===== src/rtl/alu_shift_unit.sv =====
// alu_shift_unit: multi-cycle shift/rotate engine for the ALU.
// Handles shr, shra, shl, ror and rol one position per SHIFT cycle, using the
// ALU's start/finished handshake so the datapath can hold until completion.
// Optional build macro: ALU_SHIFT_FAST4_EN -- while at least four positions
// remain, shift by four per cycle. Results are identical; only latency changes.
module alu_shift_unit #(
  parameter int WIDTH    = 32,
  parameter int AMT_BITS = 5
) (
  input  logic             Clock,
  input  logic             clear,
  input  logic             start,
  input  logic [2:0]       op,
  input  logic [WIDTH-1:0] A,
  input  logic [WIDTH-1:0] B,
  output logic [WIDTH-1:0] result,
  output logic             busy,
  output logic             finished
);

  typedef enum logic [1:0] {
    IDLE  = 2'd0,
    SHIFT = 2'd1,
    DONE  = 2'd2
  } state_t;

  localparam logic [2:0] OP_SHR  = 3'b000;
  localparam logic [2:0] OP_SHRA = 3'b001;
  localparam logic [2:0] OP_SHL  = 3'b010;
  localparam logic [2:0] OP_ROR  = 3'b011;
  localparam logic [2:0] OP_ROL  = 3'b100;

  localparam logic [AMT_BITS-1:0] CNT_ONE = AMT_BITS'(1);
`ifdef ALU_SHIFT_FAST4_EN
  localparam logic [AMT_BITS-1:0] CNT_FOUR = AMT_BITS'(4);
`endif

  state_t              state;
  logic [WIDTH-1:0]    acc;
  logic [AMT_BITS-1:0] cnt;
  logic [2:0]          op_r;
  logic [WIDTH-1:0]    acc_next;
  logic [AMT_BITS-1:0] cnt_next;
  logic                is_pass;

  // Only the low AMT_BITS of B form the shift amount; the rest is don't-care.
  logic unused_b_hi;
  assign unused_b_hi = ^B[WIDTH-1:AMT_BITS];

  // Codes above rol leave the operand untouched.
  assign is_pass = (op > OP_ROL);

  // One-position shift/rotate with the per-op fill bit.
  function automatic logic [WIDTH-1:0] shift_one(input logic [WIDTH-1:0] v,
                                                 input logic [2:0]       o);
    case (o)
      OP_SHR:  shift_one = {1'b0, v[WIDTH-1:1]};
      OP_SHRA: shift_one = {v[WIDTH-1], v[WIDTH-1:1]};
      OP_SHL:  shift_one = {v[WIDTH-2:0], 1'b0};
      OP_ROR:  shift_one = {v[0], v[WIDTH-1:1]};
      OP_ROL:  shift_one = {v[WIDTH-2:0], v[WIDTH-1]};
      default: shift_one = v;
    endcase
  endfunction

  // Next accumulator/count for one SHIFT cycle (by 1, or by 4 in the fast build).
  always_comb begin
    // NOTE: every always_comb output gets a default first so no path can infer a latch.
    acc_next = shift_one(acc, op_r);
    cnt_next = cnt - CNT_ONE;
`ifdef ALU_SHIFT_FAST4_EN
    if (cnt >= CNT_FOUR) begin
      acc_next = shift_one(shift_one(shift_one(shift_one(acc, op_r), op_r), op_r), op_r);
      cnt_next = cnt - CNT_FOUR;
    end
`endif
  end

  // Control FSM with registered busy/finished. The finished pulse is issued
  // on the DONE->IDLE edge, so busy stays high alongside it; IDLE drops both a
  // cycle later and only accepts a new start once busy has fallen.
  always_ff @(posedge Clock) begin
    // NOTE: sequential state uses non-blocking assignments so every register
    // samples pre-edge values regardless of statement order.
    if (clear) begin
      state    <= IDLE;
      acc      <= '0;
      cnt      <= '0;
      op_r     <= '0;
      result   <= '0;
      busy     <= 1'b0;
      finished <= 1'b0;
    end else begin
      case (state)
        IDLE: begin
          if (busy) begin
            busy     <= 1'b0;
            finished <= 1'b0;
          end else if (start) begin
            acc   <= A;
            cnt   <= is_pass ? '0 : B[AMT_BITS-1:0];
            op_r  <= op;
            busy  <= 1'b1;
            state <= SHIFT;
          end
        end
        SHIFT: begin
          if (cnt == '0) begin
            result <= acc;
            state  <= DONE;
          end else begin
            acc <= acc_next;
            cnt <= cnt_next;
          end
        end
        DONE: begin
          finished <= 1'b1;
          state    <= IDLE;
        end
        default: state <= IDLE;
      endcase
    end
  end

endmodule


===== config.mk =====
export PLATFORM = sky130hd
export DESIGN_NAME = alu_shift_unit
export DESIGN_NICKNAME = d
export VERILOG_FILES = /design/src/rtl/alu_shift_unit.sv
export SDC_FILE = /design/constraint.sdc
export NUM_CORES = 1
export LEC_CHECK = 0
export CAP_MARGIN = 10
export CORE_MARGIN = 1.5
export CORE_UTILIZATION = 47
export DETAILED_ROUTE_END_ITERATION = 8
export GPL_TIMING_DRIVEN = 0
export PLACE_DENSITY = 0.79
export SYNTH_ARGS = -nofsm -noshare
export SYNTH_HDL_FRONTEND = slang
export SYNTH_SLANG_ARGS = --single-unit

===== constraint.sdc =====
create_clock -name Clock -period 2.23 [get_ports Clock]
set_clock_uncertainty 0.2 [all_clocks]
set_input_delay 0.3345 -clock Clock [delete_from_list [all_inputs] [get_ports Clock]]
set_output_delay 0.3345 -clock Clock [all_outputs]
set_load 0.1 [all_outputs]

==> flow_summary_export.csv, run 1 <==
group,metric,value,unit
run_status,outcome,"finished, final reports clean",
cts,numCtsBuffers,9,
synthesis,syn_avg_cell_area,8.67,um2
power_and_ir_drop,seqPwrFrac,42.2,%
final_layout,drive_gt1_share,8.32,%
setup_path,crit_path_end_kind,"flip-flop",
placed_design,dpl-instance-area,4370,um2
timing,final.setup.worst_slack,109,ps
final_layout,area_growth,30.8,%
setup_path,cp_cell_sequence,"clkdlybuf4s50_1 > or4b_4 > buf_6 > o21a_4 > nor3b_4 > buf_6 > a32o_1",
cts,post_cts.repair.setup_buffers,0,
global_route,grt-ovfl-total,0,
global_route,antenna_found_initial,0,
synthesis,mappedNetlistArea,3490,um2
synthesis,syn_inst,402,
cts,clockRootBuffer,"clkbuf_8",
placed_design,routabilityCongestion,0.813,
setup_path,cp-start-kind,"input port",
die,die_x,89.1,um
placed_design,io_buffer_count,76,
die,core,7210,um2
die,dieArea,7950,um2
routing,viasPerCell,5.48,
routing,drt_drc_violations_left,0,
flow_run,drv_cap,0,
final_layout,diodes,0,
synthesis,yosysWarningCount,0,
timing,clock.fmax,472,MHz
final_layout,finalInstanceArea,4560,um2
timing,relSlewSlack,34.4,%
setup_path,max_stage_delay,470,ps
synthesis,synth_edf_count,0,
cts,clk_pin_slew,80,ps
timing,period_minus_slack,2120,ps
power_and_ir_drop,clockPowerShare,28.6,%
power_and_ir_drop,p_sw,1.33,mW
cts,htree_levels,3,
setup_path,reg2reg_depth,6,
timing,drv_slew,0,
power_and_ir_drop,p_leak,1.82,nW
synthesis,synth_cell_types,44,
cts,cts_tree,"done",
timing,finalHoldViolations,0,
synthesis,yosysSeqAreaShare,43.6,%
power_and_ir_drop,p_comb_share,29.3,%
synthesis,ys_seq_elements,76,
die,num_rows,31,
setup_path,crit_slowest_cell,"clkdlybuf4s50_1",
global_route,grt_pass1_vias,3020,
die,ioPinCount,104,
timing,post-route-period-util,95.1,%
power_and_ir_drop,p_int,2.58,mW
final_layout,fin_nets,560,
setup_path,cpMostUsedCell,"buf_6",
synthesis,postSynthNetCount,473,
die,dieHeight,89.1,um
power_and_ir_drop,irDropWorstVdd,458,uV
routing,detail_route.wl_per_cell,14.7,um
routing,maxUsedRoutingLayer,"met4",
hold_path,hp-class,"reg2reg",
timing,rsz0062_at_grt,"false",
routing,routedLengthMet1,3.91,mm
hold_path,whs_path_depth,2,
setup_path,path_max_fanout,10,
placed_design,dp_hpwl,6.15,mm
synthesis,synthArstFlopShare,0,%
cts,cts.sinks,76,
routing,ant_nets,0,
routing,route.met2.wl,4.23,mm
routing,wl_met3,413,um
setup_path,critPathArrivalTime,2200,ps
die,initial_utilization,48.3,%
placed_design,dp_slack,-276,ps
power_and_ir_drop,power_per_cell_area,858,nW/um2
setup_path,path_class,"in2reg",
routing,dr.first_iter.drc_count,194,
cts,worstSkewPairLatency,350,ps
timing,worst_slew_pin_slew,971,ps
final_layout,fillCellCount,647,
global_route,grt_usage,22.5,%
setup_path,worstPathRequired,2310,ps
routing,drt_pre_antenna_iters,5,
synthesis,synth_ff_type,"dfxtp_1",
global_route,grt_pass1_wl,13.8,mm
power_and_ir_drop,p_sw_share,34.0,%
routing,wirelength,8.70,mm
timing,setup_violations,0,
cts,cts_buffer_depth,2,
global_route,grt_max_degree,13,
routing,num_vias,3242,
## area by class of cell
cell class	instances	area, um2	share of cell area [%]
Multi-Input combinational cell	289	1800	39.4
Clock buffer	10	128	2.80
Buffer	32	174	3.81
Clock inverter	5	77.6	1.70
Sequential cell	76	1520	33.4
Inverter	5	18.8	0.411
Tap cell	99	124	2.72
Timing Repair Buffer	76	718	15.7
## critical path: cells and delay by family
kind,cells,cell delay (ps)
AND/OR/NAND/NOR,2,740
AO/OA/AOI/OAI,2,300
buffers and inverters,3,820
## state kept, by name (all words and copies together) (netlist names)
register and cells:
acc 32, state 2, op_r 3, result 32
busy 1, cnt 5, finished 1
## layout by cell type (no fill, tap or decap), drive strengths merged, types with 2 or more instances in the layout
cell type,netlist,layout
dfxtp,76,76
nand2,73,73
clkdlybuf4s50,0,42
nor2,41,41
a21oi,41,41
dlygate4sd2,0,34
nand2b,33,33
mux2i,32,32
a32o,31,31
clkbuf,16,28
buf,16,14
o21ai,6,6
inv,5,5
a211oi,2,2
a31oi,2,2
clkinv,0,2
bufinv,0,2
nor4,2,2
nor4b,2,2
nor3b,2,2
## cells in the mapped netlist (2+ instances only)
| cell | count | area share [%] |
|---|---|---|
| a21oi_1 | 41 | 5.9 |
| nand2_1 | 73 | 7.9 |
| a211oi_1 | 2 | 0.43 |
| a32o_1 | 31 | 8.9 |
| o21ai_0 | 5 | 0.72 |
| inv_1 | 5 | 0.54 |
| clkbuf_1 | 16 | 1.7 |
| a31oi_1 | 2 | 0.36 |
| buf_1 | 4 | 0.43 |
| buf_2 | 8 | 1.1 |
| nor2_1 | 41 | 4.4 |
| dfxtp_1 | 76 | 44 |
| mux2i_1 | 32 | 9.2 |
| buf_6 | 4 | 1.3 |
| nand2b_1 | 33 | 5.9 |
## power groups by stage
stage / Clock [mW] / Sequential [mW] / Combinational (mW)
2_1_floorplan: 0 / 1.81 / 0.674
3_3_place_gp: 0 / 1.66 / 1.11
3_5_place_dp: 0 / 1.67 / 1.13
4_1_cts: 1.12 / 1.64 / 1.13
5_1_grt: 1.19 / 1.67 / 1.24
6_report: 1.12 / 1.65 / 1.15
## per-layer routing
layer / global-route usage, % / vias to the layer above
met3: 3.60 / 15
met5: 0 / -
met4: 8.95 / 0
met2: 39.4 / 90
li1: - / 1590
met1: 27.7 / 1547
## cell families after synthesis
kind of cell	share of synthesized area (%)
mux	9.19
buf+inv	5.13
compound gates	18.9
flops	43.6
simple gates	22.5
fa+ha+maj	0.359
xor+xnor	0.251
## final timing paths
| check | start | end | slack (ps) |
|---|---|---|---|
| min reg2reg | result[14] | result[14] | 250 |
| max reg2reg | state[1] | acc[13] | 120 |
| max | start | acc[13] | 110 |
| min | result[14] | result[14] | 250 |
## through the flow
step	power (mW)	cells	util (%)	hold WS (ps)	setup TNS, ps
detailed placement	2.81	577	60.6	247	-8590
global route	4.10	592	63.2	280	0
finish	3.91	592	63.2	253	0
global placement	2.77	577	60.6	243	-8010
floorplan	2.49	402	-	245	0
CTS	3.89	592	62.9	257	0
## repair_timing
item,4_1_cts,5_1_grt
cloned,0,0
endpoints found under the setup margin,34,61
endpoints found under the hold margin,0,0
pin swaps,0,0
resized for setup,34,18
hold buffers,0,0
Power figures use the tool's default switching activity.
==> inputs of run 2 (changes only) <==
- SLEW_MARGIN: unset -> 20
==> results of run 2 <==
Final layout, timing and power as in run 1 (identical DEF).
